$ cat src/rtl/spu_host_ctrl.sv
// spu_host_ctrl: host-side controller for the SPU.
// Accepts host commands to preload instruction/data memory, launch a run and
// time it, and dump a data-memory window back over a response stream. While a
// run is in flight the memory ports are handed to the SPU (host_own=0).
module spu_host_ctrl #(
  parameter logic [15:0] TIMEOUT = 16'd4095
) (
  input  logic        clk,
  input  logic        rst,
  // host command stream
  input  logic        cmd_valid,
  output logic        cmd_ready,
  input  logic [1:0]  cmd_op,
  input  logic [7:0]  cmd_addr,
  input  logic [15:0] cmd_data,
  // host response stream
  output logic        resp_valid,
  input  logic        resp_ready,
  output logic [15:0] resp_data,
  output logic        resp_last,
  output logic        timeout_err,
  // SPU control
  output logic        host_own,
  output logic        spu_start,
  input  logic        spu_stop,
  // instruction-memory write port
  output logic        im_w_en,
  output logic [7:0]  im_w_addr,
  output logic [15:0] im_w_data,
  // data-memory port
  output logic        dm_w_en,
  output logic        dm_rd,
  output logic [7:0]  dm_addr,
  output logic [15:0] dm_w_data,
  input  logic [15:0] dm_r_data
);

  localparam logic [1:0] OP_LOAD_IM = 2'b00;
  localparam logic [1:0] OP_LOAD_DM = 2'b01;
  localparam logic [1:0] OP_RUN     = 2'b10;
  localparam logic [1:0] OP_DUMP    = 2'b11;

  typedef enum logic [3:0] {
    S_IDLE,
    S_WRITE,
    S_RUN_START,
    S_RUN_ACK,
    S_RUN_WAIT,
    S_RESP,
    S_DUMP_RD,
    S_DUMP_CAP,
    S_DUMP_SEND
  } state_t;

  state_t      state;
  logic [15:0] cycle_cnt;   // run length counter
  logic [8:0]  remaining;   // dump words left; 9 bits so a length of 256 fits

  logic cmd_accept;
  logic resp_accept;

  assign cmd_accept  = cmd_valid & cmd_ready;
  assign resp_accept = resp_valid & resp_ready;

  // Controller FSM; every output is a flop loaded on the transition into the
  // state that owns it, so outputs are glitch-free and aligned with the state.
  // NOTE: sequential state uses non-blocking assignments so every flop samples
  // pre-edge values, independent of statement order within the block.
  always_ff @(posedge clk or negedge rst) begin
    if (!rst) begin
      state       <= S_IDLE;
      cycle_cnt   <= '0;
      remaining   <= '0;
      cmd_ready   <= 1'b0;
      resp_valid  <= 1'b0;
      resp_data   <= '0;
      resp_last   <= 1'b0;
      timeout_err <= 1'b0;
      host_own    <= 1'b0;
      spu_start   <= 1'b0;
      im_w_en     <= 1'b0;
      im_w_addr   <= '0;
      im_w_data   <= '0;
      dm_w_en     <= 1'b0;
      dm_rd       <= 1'b0;
      dm_addr     <= '0;
      dm_w_data   <= '0;
    end else begin
      case (state)
        S_IDLE: begin
          host_own  <= 1'b1;
          cmd_ready <= 1'b1;
          if (cmd_accept) begin
            cmd_ready <= 1'b0;
            case (cmd_op)
              OP_LOAD_IM: begin
                im_w_en   <= 1'b1;
                im_w_addr <= cmd_addr;
                im_w_data <= cmd_data;
                state     <= S_WRITE;
              end
              OP_LOAD_DM: begin
                dm_w_en   <= 1'b1;
                dm_addr   <= cmd_addr;
                dm_w_data <= cmd_data;
                state     <= S_WRITE;
              end
              OP_RUN: begin
                timeout_err <= 1'b0;
                cycle_cnt   <= '0;
                host_own    <= 1'b0;
                spu_start   <= 1'b1;
                state       <= S_RUN_START;
              end
              OP_DUMP: begin
                // dm_addr doubles as the dump pointer
                dm_addr   <= cmd_addr;
                dm_rd     <= 1'b1;
                remaining <= (cmd_data[7:0] == 8'd0) ? 9'd256 : {1'b0, cmd_data[7:0]};
                state     <= S_DUMP_RD;
              end
              default: state <= S_IDLE;
            endcase
          end
        end

        S_WRITE: begin
          im_w_en   <= 1'b0;
          dm_w_en   <= 1'b0;
          cmd_ready <= 1'b1;
          state     <= S_IDLE;
        end

        S_RUN_START: begin
          spu_start <= 1'b0;
          state     <= S_RUN_ACK;
        end

        // Wait for a stop level left over from idle to fall before trusting it.
        S_RUN_ACK: begin
          if (cycle_cnt == TIMEOUT) begin
            timeout_err <= 1'b1;
            resp_data   <= 16'hFFFF;
            resp_valid  <= 1'b1;
            resp_last   <= 1'b1;
            host_own    <= 1'b1;
            state       <= S_RESP;
          end else begin
            cycle_cnt <= cycle_cnt + 16'd1;
            if (!spu_stop) state <= S_RUN_WAIT;
          end
        end

        // A completed run wins over a timeout landing on the same cycle.
        S_RUN_WAIT: begin
          if (spu_stop) begin
            resp_data  <= cycle_cnt;
            resp_valid <= 1'b1;
            resp_last  <= 1'b1;
            host_own   <= 1'b1;
            state      <= S_RESP;
          end else if (cycle_cnt == TIMEOUT) begin
            timeout_err <= 1'b1;
            resp_data   <= 16'hFFFF;
            resp_valid  <= 1'b1;
            resp_last   <= 1'b1;
            host_own    <= 1'b1;
            state       <= S_RESP;
          end else begin
            cycle_cnt <= cycle_cnt + 16'd1;
          end
        end

        S_RESP: begin
          if (resp_accept) begin
            resp_valid <= 1'b0;
            resp_last  <= 1'b0;
            cmd_ready  <= 1'b1;
            state      <= S_IDLE;
          end
        end

        S_DUMP_RD: begin
          dm_rd <= 1'b0;
          state <= S_DUMP_CAP;
        end

        // Read data arrives one cycle after dm_rd.
        S_DUMP_CAP: begin
          resp_data  <= dm_r_data;
          resp_valid <= 1'b1;
          resp_last  <= (remaining == 9'd1);
          state      <= S_DUMP_SEND;
        end

        S_DUMP_SEND: begin
          if (resp_accept) begin
            resp_valid <= 1'b0;
            resp_last  <= 1'b0;
            remaining  <= remaining - 9'd1;
            dm_addr    <= dm_addr + 8'd1;
            if (remaining == 9'd1) begin
              cmd_ready <= 1'b1;
              state     <= S_IDLE;
            end else begin
              dm_rd <= 1'b1;
              state <= S_DUMP_RD;
            end
          end
        end

        default: state <= S_IDLE;
      endcase
    end
  end

endmodule

$ cat config.mk
export PLATFORM = sky130hd
export DESIGN_NAME = spu_host_ctrl
export DESIGN_NICKNAME = d
export VERILOG_FILES = /design/src/rtl/spu_host_ctrl.sv
export SDC_FILE = /design/constraint.sdc
export NUM_CORES = 1
export LEC_CHECK = 0
export CORE_AREA = 5 5 142 90
export CTS_CLUSTER_SIZE = 25
export DETAILED_ROUTE_END_ITERATION = 8
export DIE_AREA = 0 0 147 95
export GPL_TIMING_DRIVEN = 0
export HOLD_SLACK_MARGIN = 0.1
export PLACE_DENSITY = 0.85
export SYNTH_ARGS = -nofsm -noshare
export SYNTH_HDL_FRONTEND = slang
export SYNTH_SLANG_ARGS = --single-unit
$ cat constraint.sdc
create_clock -name clk -period 2.1 [get_ports clk]
set_clock_uncertainty 0.15 [all_clocks]
set_input_delay 0.21 -clock clk [delete_from_list [all_inputs] [get_ports clk]]
set_output_delay 0.21 -clock clk [all_outputs]
set_load 0.02 [all_outputs]
# Word level (Yosys, flattened, before mapping)
# Index checks and enable logic that the tools add are counted.
[totals]
register_bits = 102
input_bits = 47
out_inout_bits = 73
elab_cells = 138
[classes]
addsub = 3
eq_ne = 27
mux = 63
bitwise_logic = 2
n_reduce_logical = 26
[ops]
columns = ["operator", "n"]
rows = [
  ["$mux 16", 6],
  ["$pmux 16 s3", 2],
  ["$mux 9", 4],
  ["$pmux 4 s8", 1],
  ["$mux 4", 7],
  ["$mux 1", 27],
  ["$mux 8", 3],
  ["$pmux 9 s2", 1],
  ["$add 16x1->16 const B", 1],
  ["$eq 16x12->1 const B", 1],
  ["$eq 4x3->1 const B", 4],
  ["$pmux 8 s2", 1],
  ["$reduce_and 4->1", 4],
  ["$reduce_and 3->1", 5],
  ["$ne 2x2->1 const B", 7],
  ["$pmux 1 s4", 3],
  ["$pmux 4 s3", 1],
  ["$ne 2x1->1 const B", 5],
  ["$reduce_and 5->1", 2],
  ["$eq 9x1->1 const B", 1],
  ["$pmux 1 s3", 3],
  ["$reduce_bool 3->1", 3],
  ["$sub 9x1->9 const B", 1],
  ["$add 8x1->8 const B", 1],
  ["other kinds (16)", 27],
]

# Depth between registers and ports, before layout
[logic_depth]
word_depth = 5
mapped_depth = 7
ltp_nobuf = 7

# Worst setup path after synthesis
# No wires, ideal clock.
[synth_path]
path_type = "register to register"
start = "register state[1]"
end = "register dm_w_data[10]"
setup_time_ns = 0.128
arrival_time_ns = 1.710
path_slack_ns = 0.112
path_stages_with_launch = 6
path_buffers = 1
period_less_slack_ns = 1.988
path_cell_list = "dfrtp_1 > or4_4 > nor2_4 > nand3b_4 > buf_6 > mux2_1"
[synth_between]
elab_chain_len = 2
[synth_rtl]
columns = ["item", "line_no", "source"]
rows = [
  ["start: declaration", "55", "state_t state;"],
  ["start signal: assignment", "71", "state <= S_IDLE;"],
  ["start signal: assignment", "100", "state <= S_WRITE;"],
  ["start signal: assignment", "106", "state <= S_WRITE;"],
  ["$logic_not 4->1", "89", "case (state)"],
  ["$reduce_and 3->1 (no line)", "-", ""],
  ["end signal: assignment", "105", "dm_w_data <= cmd_data;"],
  ["end: declaration", "34", "output logic [15:0] dm_w_data,"],
]
# Every way passes these cells.
# A chain may end at the register's enable or synchronous reset.

# Worst setup path after layout
[layout_path]
start = "register state[1]"
end = "register cycle_cnt[13]"
[layout_between]
elab_chain_len = 3
[layout_rtl]
columns = ["item", "line_no", "source"]
rows = [
  ["$eq 4x3->1, or another cell as far along", "89", ""],
  ["$ne 2x2->1 (no line), or another cell as far along", "-", ""],
  ["$reduce_and 4->1 (no line)", "-", ""],
  ["end signal: assignment", "149", "cycle_cnt <= cycle_cnt + 16'd1;"],
  ["end signal: assignment", "170", "cycle_cnt <= cycle_cnt + 16'd1;"],
  ["end: declaration", "56", "logic [15:0] cycle_cnt;"],
]
# Several ways; a longest one is shown, not always the timed one.

==> flow_summary.json <==
{
  "status": "completed",
  "met1_usage": 0.286,
  "grt_max_degree": 63,
  "port_buffers": 119,
  "coreArea_sq_mm": 0.0115,
  "synthesis.nets": 538,
  "die_x_um": 147,
  "globalplace.congestion": 0.917,
  "area_delta_synth_final_pct": 40.5,
  "grt_util_met2": 0.356,
  "yosys.area.top_type_share": 0.512,
  "ant_nets": 0,
  "fin_cells": 788,
  "grt_usage": 0.217,
  "layout.nets": 686,
  "synthMostInstantiatedCell": "dfrtp_1",
  "antenna_found_initial": 0,
  "finalHoldViolCount": 0,
  "rsz0062_at_grt": "true",
  "yosys-top-cells-count": "102 x dfrtp_1, 49 x nand2_1, 42 x a21oi_1",
  "top_usage_layer": "met2",
  "ir_drop_v": 0.000772,
  "dp.cells": 755,
  "clockBufferDepth": 2,
  "r2r-start": "state[1]",
  "drive_gt1_frac": 0.206,
  "synthCells": 487,
  "maxCapViolCount": 0,
  "synth_cell_types": 57,
  "grt_use_met3": 0.0662,
  "regArea_sq_mm": 0.00256,
  "synthesis.yosys.warnings": 0,
  "via_per_inst": 5.94,
  "synth_area_sq_mm": 0.00498,
  "drt_iter0_markers": 523,
  "design.die.area_sq_mm": 0.0140,
  "numCtsBuffers": 9,
  "chipHeight_um": 95,
  "num_vias": 4679,
  "ys_seq_area_frac": 0.512,
  "fin_ws_ns": 0.0104,
  "hp-class": "in2async",
  "setup_viol": 0,
  "avgRoutedWirePerCell_um": 19.5,
  "crit_arrival_ns": 2.21,
  "power.total_w": 0.00946,
  "grt_pass1_vias": 4723,
  "multi_input_area_sq_mm": 0.00240,
  "cts_tree": "built",
  "start_util": 0.433,
  "fin_setup_tns_ns": 0,
  "clkLatencyLatePin_ns": 0.35,
  "crit_path_max_fanout": 5,
  "critPathLaunchType": "register",
  "globalRoute.totalOverflow": 0,
  "end_kind": "register",
  "reg2reg_to": "cycle_cnt[13]",
  "synth-edff-count": 0,
  "slew-limit-headroom": 0.614,
  "n_fill_cell": 876,
  "final_max_slew_viol_count": 0,
  "worst_pin_slew_ns": 0.574,
  "crit_type": "reg2reg",
  "drc": 0,
  "period_minus_slack_ns": 2.09,
  "fin_crit_sh": 0.995,
  "hpwlAfterDp_mm": 10.7,
  "totalWireLength_mm": 15.3,
  "cts_root_buffer": "clkbuf_16",
  "avgSynthCellArea_sq_um": 10.2,
  "async_reset_ff_frac": 1.00,
  "pin_count": 120,
  "leakage_nw": 3.00,
  "p_per_area_mw_per_mm2": 1350,
  "fmaxAchievable_ghz": 0.479,
  "cp_data_required_time_ns": 2.22,
  "diodes": 0,
  "worst_r2r_path_depth": 5,
  "cts_num_sinks": 102,
  "grt_pass1_wl_mm": 24.3,
  "synth.largest_area_cell": "dfrtp_1",
  "ys_top_cells_by_area": "dfrtp_1 51%, mux2_2 9.0%, a21oi_1 4.2%",
  "rrSetupSlack_ns": 0.01,
  "synth_ff_type": "dfrtp_1",
  "cts.clk_slew.worst_paths_ns": 0.07,
  "place_ws_ns": -0.422,
  "final_util": 0.608,
  "dr.pass1.iters": 7,
  "h-tree-depth": 3,
  "row_count": 31,
  "synth-seq-cells": 102
}
[placed cells by master, fill, tap and decap left out, drive strengths merged, types with 5 or more instances in the layout]
master	instances
clkdlybuf4s50	118
dfrtp	102
nand2	50
a21oi	43
o21ai	42
nor2	42
mux2	41
buf	30
clkbuf	25
nand3	19
a22oi	18
xor2	11
and3	8
o22ai	7
inv	7
nand4	6
or3	6
nor3b	5
[stage by stage]
stage	hold slack (ns)	cell area (sq um)
finish	0.238	7000
global route	0.300	7000
CTS	0.263	6870
detailed placement	0.0832	6390
global placement	0.325	6360
floorplan	-0.236	4980
[per-layer routing]
layer  wire, um  vias to the layer above
met4        241                        0
met3       1610                       25
met2       7210                      289
li1           -                     2072
met5          0                        -
met1       6290                     2293
[registers in the layout, summed over array words and instances (netlist names)]
signal,cells
cycle_cnt,16
host_own,1
im_w_en,1
dm_w_en,1
dm_w_data,16
remaining,9
resp_data,16
resp_last,1
spu_start,1
resp_valid,1
dm_addr,8
dm_rd,1
timeout_err,1
im_w_data,16
im_w_addr,8
cmd_ready,1
state,4
[final cells by class]
cell class	count	share of cell area
Clock buffer	11	0.0347
Sequential cell	102	0.365
Clock inverter	5	0.00947
Tap cell	148	0.0264
Buffer	24	0.0248
Multi-Input combinational cell	354	0.343
Inverter	5	0.00268
Timing Repair Buffer	139	0.194
[critical path: stages, from the launching register on]
cell,delay (ns)
dfrtp_2,0.45
or4b_4,0.55
a21oi_4,0.20
nand4_4,0.15
or3_1,0.37
a21oi_2,0.15
[worst max path at each step]
stage,from,end,depth (start not counted)
after floorplan,state[1],dm_w_data[10],5
after global placement,rst,dm_w_data[11],1
after detailed placement,state[0],resp_data[9],7
after CTS,state[3],dm_addr[6],7
after global routing,cycle_cnt[15],resp_data[1],7
final,state[1],cycle_cnt[13],5
[what timing repair did]
action | in CTS | in global routing
hold buffers | 1 | 0
cloned | 0 | 0
gates resized for setup | 28 | 40
endpoints found under the hold margin | 40 | 0
endpoints found under the setup margin | 83 | 71
setup buffers | 12 | 6
pin swaps | 5 | 11
[kinds of logic (layout without fill, tap and decap cells)]
kind of cell    count (synthesis)  after routing  share of synthesized area
flops                         102            102                      0.512
compound gates                129            129                      0.155
buf+inv                        31            184                     0.0274
fa+ha+maj                       4              4                     0.0100
mux                            43             43                     0.0966
xor+xnor                       11             11                     0.0193
simple gates                  167            167                      0.179
[where the power goes]
part / switching, W / total (W) / internal [W] / leakage, nW
Clock: 0.000775 / 0.00175 / 0.000973 / 0.148
Combinational: 0.00236 / 0.00445 / 0.00209 / 1.57
Sequential: 0.000555 / 0.00326 / 0.00270 / 1.28
Note: power is estimated with default switching activity, not from simulation.
